--- config.mk ---
export PLATFORM = sky130hd
export DESIGN_NAME = crypt_dispatch_ctrl_flat
export DESIGN_NICKNAME = d
export VERILOG_FILES = /design/src/rtl/crypt_dispatch_ctrl_if.sv /design/src/rtl/crypt_dispatch_ctrl.sv /design/src/flat_wrapper.sv
export SDC_FILE = /design/constraint.sdc
export NUM_CORES = 1
export LEC_CHECK = 0
export ABC_AREA = 1
export CORE_ASPECT_RATIO = 1.5
export CORE_MARGIN = 2
export CORE_UTILIZATION = 45
export CTS_CLUSTER_DIAMETER = 200
export CTS_CLUSTER_SIZE = 20
export DETAILED_ROUTE_END_ITERATION = 6
export GPL_ROUTABILITY_DRIVEN = 0
export PLACE_DENSITY = 0.8
export REMOVE_ABC_BUFFERS = 1
export SYNTH_ARGS = -nofsm -noshare
export SYNTH_HDL_FRONTEND = slang
export SYNTH_SLANG_ARGS = --single-unit
--- constraint.sdc ---
create_clock -name Clk -period 5.3 [get_ports Clk]
set_clock_uncertainty 0.15 [all_clocks]
set_input_delay 0.795 -clock Clk [delete_from_list [all_inputs] [get_ports Clk]]
set_output_delay 0.795 -clock Clk [all_outputs]
set_load 0.02 [all_outputs]
--- src/rtl/crypt_dispatch_ctrl_if.sv ---
// Handshake and engine-bus bundle for crypt_dispatch_ctrl.
// The slave modport is the dispatcher's view. The master modport is the
// view of the host plus the engine pair it drives.
interface crypt_dispatch_ctrl_if #(
    parameter int CIPHER_W = 78
);
    // host request channel
    logic                req_valid;
    logic                req_ready;
    logic [1:0]          req_mode;
    logic [CIPHER_W-1:0] req_data;

    // shared engine bus
    logic                eng_start;
    logic [1:0]          eng_sel;
    logic [CIPHER_W-1:0] eng_data;
    logic                eng_done;
    logic [CIPHER_W-1:0] eng_result;

    // response channel
    logic                rsp_valid;
    logic                rsp_ready;
    logic [1:0]          rsp_mode;
    logic [CIPHER_W-1:0] rsp_data;
    logic [1:0]          rsp_err;

    modport slave (
        input  req_valid, req_mode, req_data, eng_done, eng_result, rsp_ready,
        output req_ready, eng_start, eng_sel, eng_data,
               rsp_valid, rsp_mode, rsp_data, rsp_err
    );

    modport master (
        output req_valid, req_mode, req_data, eng_done, eng_result, rsp_ready,
        input  req_ready, eng_start, eng_sel, eng_data,
               rsp_valid, rsp_mode, rsp_data, rsp_err
    );
endinterface

--- src/rtl/crypt_dispatch_ctrl.sv ---
// Single-job dispatcher for the crypto engines.
// It accepts an ENC, DEC or PASSGEN request and pulses start on the shared
// engine bus. It then waits for done, or gives up after TIMEOUT cycles, and
// returns a tagged, masked result on a valid/ready response port.
module crypt_dispatch_ctrl #(
    parameter int PLAIN_W  = 60,
    parameter int CIPHER_W = 78,
    parameter int TIMEOUT  = 64,
    parameter int CNT_W    = 16
) (
    input  logic               Clk,
    input  logic               Rst_n,
    crypt_dispatch_ctrl_if.slave bus,
    output logic [CNT_W-1:0]   ok_cnt,
    output logic [CNT_W-1:0]   err_cnt
);
    typedef enum logic [1:0] {
        MODE_ENC     = 2'b00,
        MODE_DEC     = 2'b01,
        MODE_PASSGEN = 2'b10,
        MODE_ILLEGAL = 2'b11
    } mode_t;

    typedef enum logic [1:0] {
        ERR_OK      = 2'b00,
        ERR_ILLEGAL = 2'b01,
        ERR_TIMEOUT = 2'b10
    } err_t;

    typedef enum logic [1:0] {IDLE, START, WAIT, RESP} state_t;

    // Low PLAIN_W bits set. This masks ENC operands and DEC/PASSGEN results.
    localparam logic [CIPHER_W-1:0] PLAIN_MASK = ~({CIPHER_W{1'b1}} << PLAIN_W);
    // Wide enough to hold TIMEOUT-1; TIMEOUT=2 still needs one bit.
    localparam int WAIT_W = (TIMEOUT > 2) ? $clog2(TIMEOUT) : 1;
    localparam logic [WAIT_W-1:0] WAIT_LAST = WAIT_W'(TIMEOUT - 1);

    state_t              state, next_state;
    mode_t               mode_q;
    logic [CIPHER_W-1:0] data_q;
    logic [CIPHER_W-1:0] rsp_data_q;
    err_t                rsp_err_q;
    logic [WAIT_W-1:0]   wait_cnt;

    logic accept;
    logic rsp_fire;
    logic timed_out;

    assign accept    = (state == IDLE) && bus.req_valid;
    assign rsp_fire  = (state == RESP) && bus.rsp_ready;
    assign timed_out = (wait_cnt == WAIT_LAST);

    // State register; reset drops any in-flight job immediately.
    // NOTE: sequential state uses non-blocking (<=) so every flop samples pre-edge values.
    always_ff @(posedge Clk or negedge Rst_n) begin
        if (!Rst_n) state <= IDLE;
        else        state <= next_state;
    end

    // Next-state decode and state-derived outputs.
    // NOTE: every output gets a default first so no path leaves it unassigned (no latch).
    always_comb begin
        next_state    = state;
        bus.req_ready = 1'b0;
        bus.eng_start = 1'b0;
        bus.eng_sel   = 2'b00;
        bus.eng_data  = '0;
        bus.rsp_valid = 1'b0;
        bus.rsp_mode  = 2'b00;
        bus.rsp_data  = '0;
        bus.rsp_err   = 2'b00;
        unique case (state)
            IDLE: begin
                bus.req_ready = 1'b1;
                if (bus.req_valid)
                    next_state = (mode_t'(bus.req_mode) == MODE_ILLEGAL) ? RESP : START;
            end
            START: begin
                bus.eng_start = 1'b1;
                bus.eng_sel   = mode_q;
                bus.eng_data  = data_q;
                next_state    = WAIT;
            end
            WAIT: begin
                bus.eng_sel  = mode_q;
                bus.eng_data = data_q;
                if (bus.eng_done || timed_out) next_state = RESP;
            end
            RESP: begin
                bus.rsp_valid = 1'b1;
                bus.rsp_mode  = mode_q;
                bus.rsp_data  = rsp_data_q;
                bus.rsp_err   = rsp_err_q;
                if (bus.rsp_ready) next_state = IDLE;
            end
            default: next_state = IDLE;
        endcase
    end

    // Job capture, wait counter and result/error latching.
    always_ff @(posedge Clk or negedge Rst_n) begin
        if (!Rst_n) begin
            mode_q     <= MODE_ENC;
            data_q     <= '0;
            rsp_data_q <= '0;
            rsp_err_q  <= ERR_OK;
            wait_cnt   <= '0;
        end else begin
            case (state)
                IDLE: if (accept) begin
                    mode_q     <= mode_t'(bus.req_mode);
                    data_q     <= (mode_t'(bus.req_mode) == MODE_ENC) ? (bus.req_data & PLAIN_MASK)
                                                                     : bus.req_data;
                    rsp_data_q <= '0;
                    rsp_err_q  <= (mode_t'(bus.req_mode) == MODE_ILLEGAL) ? ERR_ILLEGAL : ERR_OK;
                end
                START: wait_cnt <= '0;
                WAIT: begin
                    wait_cnt <= wait_cnt + 1'b1;
                    // done beats timeout when both land in the same cycle
                    if (bus.eng_done) begin
                        rsp_data_q <= (mode_q == MODE_ENC) ? bus.eng_result
                                                           : (bus.eng_result & PLAIN_MASK);
                        rsp_err_q  <= ERR_OK;
                    end else if (timed_out) begin
                        rsp_data_q <= '0;
                        rsp_err_q  <= ERR_TIMEOUT;
                    end
                end
                default: ;
            endcase
        end
    end

    // Saturating job counters, bumped only on the response handshake.
    always_ff @(posedge Clk or negedge Rst_n) begin
        if (!Rst_n) begin
            ok_cnt  <= '0;
            err_cnt <= '0;
        end else if (rsp_fire) begin
            if (rsp_err_q == ERR_OK) begin
                if (ok_cnt != '1) ok_cnt <= ok_cnt + 1'b1;
            end else begin
                if (err_cnt != '1) err_cnt <= err_cnt + 1'b1;
            end
        end
    end
endmodule

--- src/flat_wrapper.sv ---
// flat-port wrapper written by rule: the top's interface ports become plain ports
module crypt_dispatch_ctrl_flat 
#(
    parameter int PLAIN_W  = 60,
    parameter int CIPHER_W = 78,
    parameter int TIMEOUT  = 64,
    parameter int CNT_W    = 16
)
  (Clk, Rst_n, ok_cnt, err_cnt, bus_req_valid, bus_req_mode, bus_req_data, bus_eng_done, bus_eng_result, bus_rsp_ready, bus_req_ready, bus_eng_start, bus_eng_sel, bus_eng_data, bus_rsp_valid, bus_rsp_mode, bus_rsp_data, bus_rsp_err);
  crypt_dispatch_ctrl_if #(.CIPHER_W(CIPHER_W)) bus_i ();
  input  logic Clk;
  input  logic Rst_n;
  output logic [CNT_W-1:0] ok_cnt;
  output logic [CNT_W-1:0] err_cnt;
  input wire logic [$bits(bus_i.req_valid)-1:0] bus_req_valid;
  input wire logic [$bits(bus_i.req_mode)-1:0] bus_req_mode;
  input wire logic [$bits(bus_i.req_data)-1:0] bus_req_data;
  input wire logic [$bits(bus_i.eng_done)-1:0] bus_eng_done;
  input wire logic [$bits(bus_i.eng_result)-1:0] bus_eng_result;
  input wire logic [$bits(bus_i.rsp_ready)-1:0] bus_rsp_ready;
  output wire logic [$bits(bus_i.req_ready)-1:0] bus_req_ready;
  output wire logic [$bits(bus_i.eng_start)-1:0] bus_eng_start;
  output wire logic [$bits(bus_i.eng_sel)-1:0] bus_eng_sel;
  output wire logic [$bits(bus_i.eng_data)-1:0] bus_eng_data;
  output wire logic [$bits(bus_i.rsp_valid)-1:0] bus_rsp_valid;
  output wire logic [$bits(bus_i.rsp_mode)-1:0] bus_rsp_mode;
  output wire logic [$bits(bus_i.rsp_data)-1:0] bus_rsp_data;
  output wire logic [$bits(bus_i.rsp_err)-1:0] bus_rsp_err;
  assign bus_i.req_valid = bus_req_valid;
  assign bus_i.req_mode = bus_req_mode;
  assign bus_i.req_data = bus_req_data;
  assign bus_i.eng_done = bus_eng_done;
  assign bus_i.eng_result = bus_eng_result;
  assign bus_i.rsp_ready = bus_rsp_ready;
  assign bus_req_ready = bus_i.req_ready;
  assign bus_eng_start = bus_i.eng_start;
  assign bus_eng_sel = bus_i.eng_sel;
  assign bus_eng_data = bus_i.eng_data;
  assign bus_rsp_valid = bus_i.rsp_valid;
  assign bus_rsp_mode = bus_i.rsp_mode;
  assign bus_rsp_data = bus_i.rsp_data;
  assign bus_rsp_err = bus_i.rsp_err;
  crypt_dispatch_ctrl #(.PLAIN_W(PLAIN_W), .CIPHER_W(CIPHER_W), .TIMEOUT(TIMEOUT), .CNT_W(CNT_W)) u_core (.Clk(Clk), .Rst_n(Rst_n), .bus(bus_i), .ok_cnt(ok_cnt), .err_cnt(err_cnt));
endmodule
==> impl_metrics.py, run 1 <==
metrics = {
    "global_route": {
        "grt_pass1_wl_mm": 46.5,
        "grt_pass1_vias": 9318,
        "track_usage": 0.245,
        "antenna_found_initial": 0,
        "grt_max_degree": 160,
        "grt_remaining_overflow": 0,
    },
    "power_and_ir_drop": {
        "pwr-share-comb": 0.447,
        "seqPwrFrac": 0.342,
        "vdd_drop_max_mv": 0.381,
        "intPower_uw": 4040,
        "power.switching_uw": 2830,
        "pwr-share-clk": 0.211,
        "powerDensity_mw_per_mm2": 474,
        "sw_frac_of_total": 0.412,
        "p_leak_uw": 0.00757,
    },
    "cells_and_area": {
        "area_growth_pct": 42.3,
        "finish.utilization": 0.649,
        "seq_area_mm2": 0.00500,
        "drive_gt1_frac": 0.0611,
        "antenna_cells": 0,
        "nets": 1876,
        "fillers": 1877,
        "multi_input_comb_area_mm2": 0.00405,
        "finalNonFillerCells": 1995,
    },
    "timing": {
        "fmax_ghz": 0.245,
        "timing.final.crit_period_ps": 4080,
        "setup_viol": 0,
        "finalCritPeriodShare": 0.770,
        "fin_setup_tns_ps": 0,
        "finalMaxSlewViolations": 0,
        "relSlewSlack": 0.274,
        "hold_viol_final": 0,
        "rsz0062_at_grt": "false",
        "tightest_slew_ps": 1090,
        "post-route-worst-setup-slack_ps": 1220,
    },
    "clock_tree": {
        "numCtsBuffers": 17,
        "clockRootBuffer": "clkbuf_16",
        "cts_tree": "yes",
        "clk_pin_slew_worst_paths_ps": 70,
        "cts_setup_buffers": 0,
        "cts.hold.buffers_added": 0,
        "clockBufferDepth": 2,
        "htreeDepth": 4,
        "ctsResizeCount": 0,
        "clk-insertion-delay-late_ps": 440,
        "cts.sinks": 200,
    },
    "synthesis": {
        "synth_edf_count": 0,
        "synthTopCellsByArea": "dfrtp_1 (49%), nand2_1 (25%), inv_1 (7.4%), o21ai_2 (3.6%), nand3_1 (2.3%)",
        "ys_warn_count": 0,
        "async_flop_share": 1.00,
        "synth_cell_types": 29,
        "ys_top_cells_by_count": "nand2_1 (672), inv_1 (201), dfrtp_1 (200), nand3_1 (46), o21ai_2 (42)",
        "yosys.area.top_type": "dfrtp_1",
        "synth_seq_cells": 200,
        "synth_top_area_share": 0.492,
        "syn-instance-count": 1384,
        "seq_area_frac_synth": 0.492,
        "syn_area_mm2": 0.0102,
        "syn_avg_cell_area_um2": 7.35,
        "ys.flop_type": "dfrtp_1",
        "synth.most_common_cell": "nand2_1",
    },
    "critical_path": {
        "startpoint_type": "flip-flop",
        "max_stage_delay_ps": 870,
        "setup.worst_path.class": "flip-flop to output port",
        "reg2reg_setup_slack_ps": 2680,
        "path_cells": "inv_1, ha_2, buf_4, nand2_1, inv_1, clkdlybuf4s50_1",
        "end_kind": "output port",
        "cp.required_ps": 4360,
        "cp.arrival_ps": 3130,
        "cp_max_fo": 46,
        "crit_top_cell": "inv_1",
        "cp_slowest_cell": "ha_2",
        "crit_family": "buffers and inverters",
        "worst-path-buf-inv": 4,
    },
    "route": {
        "routedWlPerCell_um": 14.7,
        "vias_per_cell": 4.83,
        "drtIter0Drc": 624,
        "firstDrtPassIters": 5,
        "drc": 0,
        "ant_nets": 0,
        "routed_wirelength_mm": 29.2,
        "vias": 9641,
    },
    "die": {
        "initial_core_util": 0.456,
        "core_mm2": 0.0223,
        "fp.dieH_um": 188,
        "fp-row-count": 67,
        "die-area_mm2": 0.0239,
        "ios": 360,
        "fp.dieW_um": 127,
    },
    "placed_design": {
        "dp_hpwl_mm": 21.0,
        "io_buffer_count": 359,
        "place_ws_ps": 1700,
        "dpl.cell_count": 1963,
    },
    "run_status": {
        "outcome": "complete, no violations",
    },
    "worst_hold_path": {
        "min_path_type": "input port to asynchronous set/reset pin",
    },
    "flow_run": {
        "cap_violations": 0,
    },
}
-- power by group through the flow --
stage	sequential (µW)	clock, µW	combinational [µW]
floorplan	2270	0	1790
global placement	2360	0	3010
detailed placement	2350	0	3080
CTS	2340	1490	3090
global route	2400	1540	3370
finish	2350	1450	3070
-- kinds of logic (layout without fill, tap and decap cells) --
family / count (synthesis) / in the layout / share of synthesized area
flip-flops: 200 / 200 / 0.492
AND/OR/NAND/NOR: 787 / 787 / 0.308
AO/OA/AOI/OAI: 107 / 107 / 0.0681
XOR/XNOR: 14 / 14 / 0.0121
buffers and inverters: 269 / 604 / 0.111
adder cells (fa/ha/maj): 7 / 7 / 0.00861
-- registers in the layout (all words and copies together), names as in the netlist --
name,count
u_core.ok_cnt,16
u_core.mode_q,2
u_core.state,2
u_core.rsp_data_q,78
u_core.err_cnt,16
u_core.data_q,78
u_core.rsp_err_q,2
u_core.wait_cnt,6
-- worst reg2reg max path, stage by stage (launching register included) --
cell     delay (ps)
dfrtp_1         400
ha_2            410
buf_4           350
nand2_1         200
inv_1           380
nand3_1         220
nor2_1          180
nand3_1          90
nand2_1          80
nand2_1          50
-- placed cells by master, fill, tap and decap left out, types with 2 or more instances in the layout --
cell             count
a21oi_1              4
buf_4                7
bufinv_16            5
clkbuf_16           17
clkdlybuf4s50_1    358
clkinvlp_4           5
dfrtp_1            200
ha_1                 5
ha_2                 2
inv_1              201
inv_2                5
nand2_1            672
nand2_2              3
nand3_1             46
nand3_2              2
nand4_1             10
nor2_1              37
nor2_2               6
nor2_4               3
nor3_1               3
o21ai_0             31
o21ai_1             30
o21ai_2             42
xnor2_1             10
xor2_1               4
-- layer usage --
metal	routed length [µm]	track usage	up-vias
met3	2380	0.0708	61
met4	982	0.0997	0
li1	-	-	4755
met1	11400	0.288	4465
met5	0	0	-
met2	14500	0.420	360
-- through the flow --
step / power, µW / cell area, µm² / hold WS (ps)
detailed placement: 5440 / 13800 / 317
finish: 6870 / 14500 / 295
global placement: 5370 / 13800 / 314
floorplan: 4060 / 9810 / 299
global route: 7310 / 14500 / 348
CTS: 6920 / 14500 / 319
-- worst paths after layout --
check / to / startpoint / depth (start not counted)
hold reg to reg: u_core.rsp_data_q[52]$_DFFE_PN0P_ / u_core.rsp_data_q[52]$_DFFE_PN0P_ / 2
setup reg to reg: u_core.ok_cnt[15]$_DFFE_PN0P_ / u_core.state[0]$_DFFE_PN0P_ / 9
max in group asynchronous: u_core.err_cnt[12]$_DFFE_PN0P_ / Rst_n / 2
hold / removal: u_core.ok_cnt[14]$_DFFE_PN0P_ / Rst_n / 1
min in group Clk: u_core.rsp_data_q[52]$_DFFE_PN0P_ / u_core.rsp_data_q[52]$_DFFE_PN0P_ / 2
setup / recovery: bus_eng_data[2] / u_core.state[0]$_DFFE_PN0P_ / 6
-- final cells by class --
cell class | count | area share
clock inverters | 14 | 0.0153
repair buffers | 366 | 0.252
inverters | 206 | 0.0534
well taps | 276 | 0.0239
multi-input cells | 915 | 0.280
flip-flops and latches | 200 | 0.346
clock buffers | 18 | 0.0297
Power figures use the tool's default switching activity.
==> run 2: changes to the inputs <==
- clock period: 5.3 -> 3.85 ns (I/O delays scaled with it)
==> impl_metrics.py, run 2 (same netlist as run 1, synthesis figures left out) <==
metrics = {
    "critical_path": {
        "worst-path-buf-inv": 4,
        "cp.arrival_ps": 2440,
        "cp_slowest_cell": "clkdlybuf4s50_1",
        "cp_max_fo": 87,
        "setup.worst_path.class": "flip-flop to output port",
        "ff2ff_path_depth": 9,
        "crit_cells": 6,
        "startpoint_type": "flip-flop",
        "crit_family": "buffers and inverters",
        "crit_top_cell": "inv_1",
        "max_stage_delay_ps": 610,
        "end_kind": "output port",
        "cp.required_ps": 3120,
        "path_cells": "inv_1, ha_2, buf_12, nand2_1, inv_1, clkdlybuf4s50_1",
    },
    "cells_and_area": {
        "final_cell_mix": "nand2_1 (672), clkdlybuf4s50_1 (358), inv_1 (201)",
        "largestRegisters": "u_core.data_q x78, u_core.rsp_data_q x78",
        "nets": 1881,
        "multi_input_comb_area_mm2": 0.00405,
        "final_common_cell": "nand2_1",
        "seq_area_mm2": 0.00500,
        "drive_gt1_frac": 0.0621,
        "area_growth_pct": 42.8,
        "fillers": 1855,
    },
    "flow_run": {
        "cap_violations": 0,
    },
    "run_status": {
        "outcome": "complete, no violations",
    },
    "route": {
        "wirelength_met1_mm": 11.6,
        "vias": 9660,
        "ant_nets": 0,
        "highest_layer": "met5",
        "routed_wirelength_mm": 29.5,
        "routedWlPerCell_um": 14.7,
        "wl_met2_mm": 14.9,
        "drc": 0,
        "met3_length_mm": 2.21,
        "firstDrtPassIters": 5,
        "vias_per_cell": 4.83,
        "drtIter0Drc": 681,
    },
    "die": {
        "fp.dieH_um": 188,
        "core_mm2": 0.0223,
        "initial_core_util": 0.456,
        "fp-row-count": 67,
        "ios": 360,
        "die-area_mm2": 0.0239,
        "fp.dieW_um": 127,
    },
    "global_route": {
        "grt_max_degree": 93,
        "grt_remaining_overflow": 0,
        "antenna_found_initial": 4,
        "grt_pass1_wl_mm": 48.0,
        "track_usage": 0.252,
        "grt_pass1_vias": 9621,
    },
    "timing": {
        "fmax_ghz": 0.315,
        "tightest_slew_ps": 862,
        "timing.final.crit_period_ps": 3170,
        "finalCritPeriodShare": 0.824,
        "hold_viol_final": 0,
        "relSlewSlack": 0.423,
        "hold-worst-slack_ps": 54.9,
        "setup_viol": 0,
        "fin_setup_tns_ps": 0,
        "rsz0062_at_grt": "false",
        "finalMaxSlewViolations": 0,
    },
    "clock_tree": {
        "numCtsBuffers": 17,
        "cts.hold.buffers_added": 0,
        "clk_pin_slew_worst_paths_ps": 70,
        "clk-insertion-delay-late_ps": 430,
        "clockBufferDepth": 2,
        "ctsResizeCount": 0,
        "cts_tree": "yes",
        "clockRootBuffer": "clkbuf_16",
        "cts_setup_buffers": 0,
        "htreeDepth": 4,
        "cts.sinks": 200,
    },
    "worst_hold_path": {
        "min_path_type": "input port to asynchronous set/reset pin",
    },
    "placed_design": {
        "dp_hpwl_mm": 21.3,
        "io_buffer_count": 359,
    },
    "power_and_ir_drop": {
        "vdd_drop_max_mv": 0.520,
        "p_leak_uw": 0.00761,
        "powerDensity_mw_per_mm2": 649,
    },
}
[run 2: cell count changes in the layout (fill, tap and decap cells not counted), sizes merged]
cell / delta
clkbuf: +8
buf: +5
clkinvlp: -4
bufinv: -2
inv: -2
diode: +1
[run 2: layout make-up]
| type | count | area share |
|---|---|---|
| diodes | 1 | 0.000172 |
| multi-input cells | 915 | 0.279 |
| clock inverters | 6 | 0.00766 |
| clock buffers | 26 | 0.0350 |
| well taps | 276 | 0.0238 |
| inverters | 206 | 0.0532 |
| repair buffers | 371 | 0.257 |
| flip-flops and latches | 200 | 0.344 |
[run 2: worst reg2reg max path, delay by kind of cell, from the launching register on]
family	cells	cell delay, ps
adders and majority gates	1	270
buffers and inverters	3	700
DFF	1	420
and+or+nand+nor	3	630
AOI/OAI and AO/OA	2	230
[run 2: worst paths after layout]
kind	startpoint	endpoint	slack [ps]
max	u_core.state[0]$_DFFE_PN0P_	bus_eng_data[18]	680
min	Rst_n	u_core.rsp_data_q[3]$_DFFE_PN0P_	50
max reg2reg	u_core.state[0]$_DFFE_PN0P_	u_core.rsp_data_q[4]$_DFFE_PN0P_	1360
min reg2reg	u_core.rsp_data_q[41]$_DFFE_PN0P_	u_core.rsp_data_q[41]$_DFFE_PN0P_	330
max in group asynchronous	Rst_n	u_core.data_q[16]$_DFFE_PN0P_	2410
min in group Clk	u_core.rsp_data_q[41]$_DFFE_PN0P_	u_core.rsp_data_q[41]$_DFFE_PN0P_	330
[run 2: where the power goes]
part | internal (µW) | switching (µW) | total [µW]
Sequential | 2760 | 473 | 3230
Clock | 1110 | 775 | 1890
Combinational | 1700 | 2600 | 4300
[run 2: through the flow]
step | instances | area, µm² | total power, µW | util | setup slack, ps
5_1_grt | 2000 | 14500 | 10100 | 0.652 | 583
4_1_cts | 2000 | 14500 | 9510 | 0.652 | 660
3_5_place_dp | 1968 | 13900 | 7560 | 0.624 | 1140
2_1_floorplan | 1321 | 9810 | 5590 | - | 434
3_3_place_gp | 1968 | 13900 | 7490 | 0.624 | 1160
6_report | 2001 | 14500 | 9430 | 0.652 | 678
[run 2: layer usage]
metal,global-route usage,vias to the layer above
met5,0,-
met4,0.0862,4
met3,0.0716,50
li1,-,4761
met2,0.439,355
met1,0.298,4490
==> run 3: changes to the inputs <==
- clock period: 3.85 -> 3 ns (I/O delays scaled with it)
==> impl_metrics.py, run 3 (same netlist as run 1, synthesis figures left out) <==
metrics = {
    "die": {
        "initial_core_util": 0.456,
        "die-area_mm2": 0.0239,
        "ios": 360,
        "fp-row-count": 67,
        "fp.dieH_um": 188,
        "fp.dieW_um": 127,
        "core_mm2": 0.0223,
    },
    "placed_design": {
        "dpl.cell_count": 1975,
        "dp_hpwl_mm": 22.1,
        "place_ws_ps": 446,
        "io_buffer_count": 359,
    },
    "route": {
        "firstDrtPassIters": 7,
        "drc": 0,
        "ant_nets": 0,
        "vias": 9725,
        "vias_per_cell": 4.84,
        "drtIter0Drc": 599,
        "routedWlPerCell_um": 15.0,
        "routed_wirelength_mm": 30.0,
    },
    "power_and_ir_drop": {
        "pwr-share-clk": 0.185,
        "sw_frac_of_total": 0.420,
        "p_leak_uw": 0.00836,
        "powerDensity_mw_per_mm2": 816,
        "seqPwrFrac": 0.348,
        "intPower_uw": 6950,
        "pwr-share-comb": 0.467,
        "vdd_drop_max_mv": 0.734,
        "power.switching_uw": 5030,
    },
    "timing": {
        "timing.final.crit_period_ps": 2870,
        "rsz0062_at_grt": "true",
        "relSlewSlack": 0.433,
        "hold_viol_final": 0,
        "finalCritPeriodShare": 0.956,
        "finalMaxSlewViolations": 0,
        "fmax_ghz": 0.349,
        "tightest_slew_ps": 851,
        "post-route-worst-setup-slack_ps": 133,
        "setup_viol": 0,
    },
    "cells_and_area": {
        "antenna_cells": 0,
        "final_common_cell": "nand2_1",
        "drive_gt1_frac": 0.0658,
        "final_cell_mix": "nand2_1 (672), clkdlybuf4s50_1 (289), inv_1 (201)",
        "largestRegisters": "u_core.data_q x78, u_core.rsp_data_q x78",
        "finalNonFillerCells": 2008,
        "area_growth_pct": 44.2,
        "nets": 1890,
    },
    "clock_tree": {
        "clk_pin_slew_worst_paths_ps": 70,
        "cts.sinks": 200,
        "clk-insertion-delay-late_ps": 430,
        "numCtsBuffers": 17,
        "clockBufferDepth": 2,
        "cts_tree": "yes",
        "htreeDepth": 4,
        "clockRootBuffer": "clkbuf_16",
    },
    "global_route": {
        "antenna_found_initial": 1,
        "grt_pass1_wl_mm": 48.2,
        "track_usage": 0.254,
        "grt_max_degree": 81,
        "grt_pass1_vias": 9615,
        "grt_remaining_overflow": 0,
    },
    "worst_hold_path": {
        "min_path_type": "flip-flop to flip-flop",
    },
    "critical_path": {
        "cp_max_fo": 34,
        "cp.arrival_ps": 2270,
        "end_kind": "output port",
        "startpoint_type": "flip-flop",
        "setup.worst_path.class": "flip-flop to output port",
        "cp.required_ps": 2400,
    },
    "flow_run": {
        "cap_violations": 0,
    },
    "run_status": {
        "outcome": "complete, no violations",
    },
}
run 3: layer usage:
metal | wire (µm) | global-route usage | up-vias
met5 | 12 | 0 | -
met2 | 15200 | 0.437 | 354
met4 | 1110 | 0.111 | 2
met3 | 2330 | 0.0796 | 68
met1 | 11400 | 0.290 | 4519
li1 | - | - | 4782
run 3: critical path: stages, from the launching register on:
cell and delay, ps:
dfrtp_1 390, inv_1 80, ha_2 410, buf_12 210, nand2_1 70, inv_1 50, clkdlybuf4s50_1 610
run 3: cell type report:
type | count | area [µm²]
Clock buffer | 22 | 454
Clock inverter | 9 | 101
Fill cell | 1847 | 7620
Inverter | 206 | 773
Multi-Input combinational cell | 915 | 4050
Sequential cell | 200 | 5000
Tap cell | 276 | 345
Timing Repair Buffer | 380 | 3950
run 3: through the flow:
stage / hold slack [ps] / instance area (µm²) / setup TNS, ps / utilization / total power, µW
after floorplan: 4.41 / 9810 / -23750 / - / 7180
after global placement: 311 / 14000 / 0 / 0.629 / 9780
after detailed placement: 312 / 14000 / 0 / 0.629 / 9890
after CTS: 335 / 14600 / 0 / 0.654 / 12100
after global routing: 348 / 14700 / -12.2 / 0.658 / 12800
final: 330 / 14700 / 0 / 0.658 / 12000
run 3: power by group through the flow:
stage / Combinational [µW] / Clock, µW / Sequential (µW)
2_1_floorplan: 3160 / 0 / 4020
3_3_place_gp: 5600 / 0 / 4170
4_1_cts: 5690 / 2280 / 4160
6_report: 5600 / 2210 / 4170
5_1_grt: 6150 / 2390 / 4270
3_5_place_dp: 5710 / 0 / 4180
run 3: path summary, 6_finish.rpt:
kind                                               from                             to  slack (ps)  depth (start not counted)
min                        u_core.data_q[2]$_DFFE_PN0P_   u_core.data_q[2]$_DFFE_PN0P_         330                          2
max                         u_core.state[1]$_DFFE_PN0P_               bus_eng_data[33]         130                          6
max reg2reg                 u_core.state[1]$_DFFE_PN0P_  u_core.ok_cnt[15]$_DFFE_PN0P_         570                          9
min reg2reg                u_core.data_q[2]$_DFFE_PN0P_   u_core.data_q[2]$_DFFE_PN0P_         330                          2
max in group asynchronous                         Rst_n  u_core.data_q[51]$_DFFE_PN0P_        1580                          3
min in group asynchronous                         Rst_n  u_core.ok_cnt[11]$_DFFE_PN0P_         400                          2
run 3: what timing repair did:
item / CTS / global route
hold buffers: 1 / 0
pin swaps: 0 / 0
cloned: 1 / 0
buffers inserted: 0 / 0
endpoints found under the hold margin: 55 / 0
setup endpoints to repair: 2 / 43
gates resized for setup: 33 / 37
